[config.mk]
export PLATFORM = sky130hd
export DESIGN_NAME = render_scheduler
export DESIGN_NICKNAME = d
export VERILOG_FILES = /design/src/rtl/render_scheduler.sv
export SDC_FILE = /design/constraint.sdc
export NUM_CORES = 1
export LEC_CHECK = 0
export CORE_UTILIZATION = 40
export DETAILED_ROUTE_END_ITERATION = 10
export GPL_TIMING_DRIVEN = 0
export PLACE_DENSITY = 0.79
export SLEW_MARGIN = 30
export SYNTH_ARGS = -nofsm -noshare
export SYNTH_HDL_FRONTEND = slang
export SYNTH_SLANG_ARGS = --single-unit
[constraint.sdc]
create_clock -name clk -period 2.9 [get_ports clk]
set_clock_uncertainty 0.2 [all_clocks]
set_input_delay 0.435 -clock clk [delete_from_list [all_inputs] [get_ports clk]]
set_output_delay 0.435 -clock clk [all_outputs]
set_load 0.01 [all_outputs]
[src/rtl/render_scheduler.sv]
// Frame-level sequencer for a stack of painter layers: starts each enabled painter in
// order, muxes the active painter onto the framebuffer write port, then requests a swap.
module render_scheduler #(
  parameter int COOR_WIDTH   = 12,
  parameter int PIX_WIDTH    = 12,
  parameter int NUM_LAYERS   = 4,
  parameter int TIMEOUT      = 400000,
  parameter int BLING_PERIOD = 16
) (
  input  logic                             clk,
  input  logic                             rst_n,
  input  logic                             frame_tick,
  input  logic [NUM_LAYERS-1:0]            layer_en,
  input  logic                             bling_en,
  output logic [NUM_LAYERS-1:0]            layer_start,
  input  logic [NUM_LAYERS-1:0]            layer_done,
  input  logic [NUM_LAYERS-1:0]            layer_valid,
  input  logic [NUM_LAYERS*COOR_WIDTH-1:0] layer_x,
  input  logic [NUM_LAYERS*COOR_WIDTH-1:0] layer_y,
  input  logic [NUM_LAYERS*PIX_WIDTH-1:0]  layer_pixel,
  output logic                             fb_we,
  output logic [COOR_WIDTH-1:0]            fb_x,
  output logic [COOR_WIDTH-1:0]            fb_y,
  output logic [PIX_WIDTH-1:0]             fb_pixel,
  output logic                             fb_swap,
  output logic                             busy,
  output logic                             show_bling,
  output logic [7:0]                       overrun_cnt,
  output logic                             timeout_flag,
  output logic [2:0]                       state_dbg
);

  localparam int IDX_W = (NUM_LAYERS > 1) ? $clog2(NUM_LAYERS) : 1;
  localparam int TMR_W = $clog2(TIMEOUT + 1);
  localparam int FC_W  = (BLING_PERIOD > 1) ? $clog2(BLING_PERIOD) : 1;
  localparam logic [IDX_W-1:0] LAST_IDX = IDX_W'(NUM_LAYERS - 1);
  localparam logic [TMR_W-1:0] TMR_LAST = TMR_W'(TIMEOUT - 1);
  localparam logic [FC_W-1:0]  FC_LAST  = FC_W'(BLING_PERIOD - 1);

  typedef enum logic [2:0] {
    IDLE  = 3'd0,
    START = 3'd1,
    WAIT  = 3'd2,
    NEXT  = 3'd3,
    SWAP  = 3'd4
  } state_t;

  state_t                  state;
  logic [IDX_W-1:0]        idx;
  logic [NUM_LAYERS-1:0]   en_q;
  logic [TMR_W-1:0]        timer;
  logic [FC_W-1:0]         frame_cnt;

  logic                    sel_valid;
  logic                    sel_done;
  logic [COOR_WIDTH-1:0]   sel_x;
  logic [COOR_WIDTH-1:0]   sel_y;
  logic [PIX_WIDTH-1:0]    sel_pixel;

  assign state_dbg = state;

  // Only the painter at idx owns the write port; every other layer's strobes are ignored.
  always_comb begin
    sel_valid = 1'b0;
    sel_done  = 1'b0;
    sel_x     = '0;
    sel_y     = '0;
    sel_pixel = '0;
    for (int i = 0; i < NUM_LAYERS; i++) begin
      if (idx == IDX_W'(i)) begin
        sel_valid = layer_valid[i];
        sel_done  = layer_done[i];
        sel_x     = layer_x[i*COOR_WIDTH +: COOR_WIDTH];
        sel_y     = layer_y[i*COOR_WIDTH +: COOR_WIDTH];
        sel_pixel = layer_pixel[i*PIX_WIDTH +: PIX_WIDTH];
      end
    end
  end

  always_ff @(posedge clk) begin
    if (!rst_n) begin
      state        <= IDLE;
      idx          <= '0;
      en_q         <= '0;
      timer        <= '0;
      frame_cnt    <= '0;
      layer_start  <= '0;
      fb_we        <= 1'b0;
      fb_x         <= '0;
      fb_y         <= '0;
      fb_pixel     <= '0;
      fb_swap      <= 1'b0;
      busy         <= 1'b0;
      show_bling   <= 1'b0;
      overrun_cnt  <= '0;
      timeout_flag <= 1'b0;
    end else begin
      layer_start <= '0;
      fb_we       <= 1'b0;
      fb_swap     <= 1'b0;

      // A tick that cannot start a frame is dropped and only counted.
      if (frame_tick && (state != IDLE) && (overrun_cnt != 8'hFF))
        overrun_cnt <= overrun_cnt + 8'd1;

      case (state)
        IDLE: begin
          if (frame_tick) begin
            en_q  <= layer_en;
            idx   <= '0;
            busy  <= 1'b1;
            state <= START;
          end
        end
        START: begin
          timer <= '0;
          if (en_q[idx]) begin
            layer_start <= NUM_LAYERS'(1) << idx;
            state       <= WAIT;
          end else begin
            state <= NEXT;
          end
        end
        WAIT: begin
          if (sel_valid) begin
            fb_we    <= 1'b1;
            fb_x     <= sel_x;
            fb_y     <= sel_y;
            fb_pixel <= sel_pixel;
          end
          if (sel_done) begin
            state <= NEXT;
          end else if (timer == TMR_LAST) begin
            timeout_flag <= 1'b1;
            state        <= NEXT;
          end else begin
            timer <= timer + 1'b1;
          end
        end
        NEXT: begin
          if (idx == LAST_IDX) begin
            fb_swap <= 1'b1;
            state   <= SWAP;
          end else begin
            idx   <= idx + 1'b1;
            state <= START;
          end
        end
        SWAP: begin
          busy  <= 1'b0;
          state <= IDLE;
          if (frame_cnt == FC_LAST) begin
            frame_cnt  <= '0;
            show_bling <= bling_en ? ~show_bling : 1'b0;
          end else begin
            frame_cnt <= frame_cnt + 1'b1;
          end
        end
        default: state <= IDLE;
      endcase
    end
  end

endmodule
==> impl_metrics.env <==
export IMPL_multiInputGateArea_um2=2661
export IMPL_dp_slack_ps=-442.2
export IMPL_maxCapViolCount=0
export IMPL_critPathMaxStageDelay_ps=440
export IMPL_io_buffers=214
export IMPL_synth_edf_count=0
export IMPL_crit_type="reg -> reg"
export IMPL_dpl_cell_count=916
export IMPL_worst_pin_slew_ps=699.9
export IMPL_dieArea_um2=11810
export IMPL_ioPinCount=216
export IMPL_nFillCells=919
export IMPL_grt_overflow=0
export IMPL_avgRoutedWirePerCell_um=18.46
export IMPL_antenna_diode_count=0
export IMPL_ctsHoldBuffers=0
export IMPL_yosysSeqAreaShare_pct=37.39
export IMPL_cts_tree="built"
export IMPL_power_mw=3.254
export IMPL_grt_pass1_vias=5097
export IMPL_cp_slowest_cell="dfxtp_1"
export IMPL_wl_um=17260
export IMPL_syn_area_per_cell_um2=8.097
export IMPL_slew_limit_headroom_pct=53.24
export IMPL_synth_nets=729
export IMPL_yosysWarnings=0
export IMPL_drt_iter0_drc=384
export IMPL_crit_fanout=10
export IMPL_path_cells="inv_1, ha_1, nor2b_1, clkbuf_1, clkbuf_1, a221oi_1, nor3_1, a21oi_1, a21oi_1"
export IMPL_cp_arrival_ps=2820
export IMPL_setup_ws_ps=143.4
export IMPL_syn_to_final_growth_pct=58.65
export IMPL_clock_sinks=85
export IMPL_finalSetupViolCount=0
export IMPL_ys_ff_latch=85
export IMPL_synthArstFlopShare_pct=0
export IMPL_hpwl_um=13130
export IMPL_grt_pass1_wl_um=26230
export IMPL_antenna_found_initial=0
export IMPL_fin_nets=957
export IMPL_fin_util_pct=65.73
export IMPL_start_util_pct=41.43
export IMPL_finalSetupTns_ps=0
export IMPL_crit_required_ps=2970
export IMPL_critPathCaptureType="register"
export IMPL_cts_buffers=9
export IMPL_via_count=5420
export IMPL_hold_viol=0
export IMPL_ys_flop_type="dfxtp_1"
export IMPL_dieWidth_um=108.7
export IMPL_ant_nets=0
export IMPL_route_detailed_drc=0
export IMPL_fin_cells=935
export IMPL_ys_types=60
export IMPL_grt_use_total_pct=28.99
export IMPL_insertion_delay_ps=340
export IMPL_status="complete, no violations"
export IMPL_rsz0062_at_grt="no"
export IMPL_ir_worst_vdd_v=0.0003329
export IMPL_finalCritPeriodShare_pct=95.05
export IMPL_cp_start_kind="register"
export IMPL_register_area_um2=1703
export IMPL_root_buffer="clkbuf_16"
export IMPL_die_y_um=108.7
export IMPL_final_max_slew_viol_count=0
export IMPL_yosysTopAreaCell="dfxtp_1"
export IMPL_crit_family="buffers and inverters"
export IMPL_cts_max_level=3
export IMPL_hp_class="reg -> reg"
export IMPL_crit_buf_inv=3
export IMPL_layout_drive_gt1_share_pct=6.038
export IMPL_p_leak_nw=2.581
export IMPL_gp_congestion=0.9380
export IMPL_syn_cell_area_um2=4551
export IMPL_first_pass_iters=8
export IMPL_clockBufferDepth=2
export IMPL_core_area_um2=10980
export IMPL_synth_top_area_share_pct=37.39
export IMPL_synthTopCellsByArea="dfxtp_1, a21oi_1, a221oi_1"
export IMPL_max_freq_mhz=362.8
export IMPL_power_density_nw_per_um2=450.8
export IMPL_vias_per_cell=5.797
export IMPL_num_rows=38
export IMPL_period_minus_slack_ps=2757
export IMPL_synth_cells=562
export IMPL_path_clk_slew_ps=60
export IMPL_grt_max_degree=16
## power breakdown
group / total, mW / internal (mW) / switching [mW]
clock: 1.08 / 0.587 / 0.494
sequential: 1.28 / 1.24 / 0.0457
combinational: 0.891 / 0.475 / 0.416
## sequential cells by signal, summed over array words and instances (netlist names)
signal and cells:
fb_swap 1, layer_start 4, timer 19, overrun_cnt 8, en_q 4, show_bling 1, fb_we 1, fb_pixel 12
timeout_flag 1, fb_y 12, frame_cnt 4, state_dbg 3, fb_x 12, idx 2, busy 1
## final timing paths
kind / start / endpoint / slack [ps] / cells after the start
max: idx[1]$_SDFFE_PN0P_ / fb_x[11]$_SDFFE_PN0P_ / 140 / 9
min: busy$_SDFFE_PN0P_ / busy$_SDFFE_PN0P_ / 260 / 2
max reg2reg: idx[1]$_SDFFE_PN0P_ / fb_x[11]$_SDFFE_PN0P_ / 140 / 9
min reg2reg: busy$_SDFFE_PN0P_ / busy$_SDFFE_PN0P_ / 260 / 2
## cell type report
type                    count  area share [%]
clock buffers              10           3.172
inverters                   5          0.2600
plain buffers              48           3.154
flip-flops and latches     85           23.59
well taps                 140           2.426
repair buffers            216           29.88
multi-input cells         425           36.86
clock inverters             6          0.6586
## repair_timing
action	4_1_cts	5_1_grt
endpoints found under the hold margin	0	0
buffers inserted	0	2
gates cloned	0	1
endpoints found under the setup margin	37	42
gates resized for setup	7	16
pin swaps	0	2
## cells in the mapped netlist, types with 16 or more instances
cell type and count:
clkbuf_1 40, a21oi_1 94, a221oi_1 35, dfxtp_1 85, nand2_1 29, nor2b_1 37
o21ai_0 41, nand3_1 16, nor3_1 39, nor2_1 23
## layer usage
metal,part of all wire (%),routed length [um],GRT usage (%),vias up
li1,-,-,-,2569
met1,40,6968,36.85,2545
met2,48,8245,47.15,262
met3,9.3,1612,8.129,44
met4,2.5,437,9.749,0
met5,0,0,0,-
## worst register-to-register path: cells and delay by family, from the launching register on
| family | cells | cell delay [ps] |
|---|---|---|
| AOI/OAI and AO/OA | 3 | 400 |
| adders and majority gates | 1 | 310 |
| buffers and inverters | 3 | 920 |
| DFF | 1 | 440 |
| and+or+nand+nor | 2 | 410 |
## kinds of logic after synthesis
logic type | count (synthesis) | synth area share [%]
compound gates | 197 | 26.40
xor+xnor | 10 | 1.925
fa+ha+maj | 7 | 1.925
buf+inv | 53 | 5.141
flops | 85 | 37.39
mux | 9 | 2.310
simple gates | 201 | 24.91
## per-stage QoR
stage	area (um^2)	hold slack, ps
2_1_floorplan	4551	246.9
3_3_place_gp	6868	244.2
3_5_place_dp	6868	254.1
4_1_cts	7162	263.3
5_1_grt	7219	281.8
6_report	7219	260.7
## cell usage in the layout, fill, tap and decap left out, types with 9 or more instances in the layout
cell / n
nand3_1: 16
nor2_1: 23
dfxtp_1: 84
nor2b_1: 37
o21ai_0: 41
clkbuf_1: 31
a221oi_1: 35
clkdlybuf4s50_1: 214
clkbuf_16: 9
a21oi_1: 93
nand2_1: 29
clkbuf_2: 11
nor3_1: 39
(Power assumes the default switching activity.)
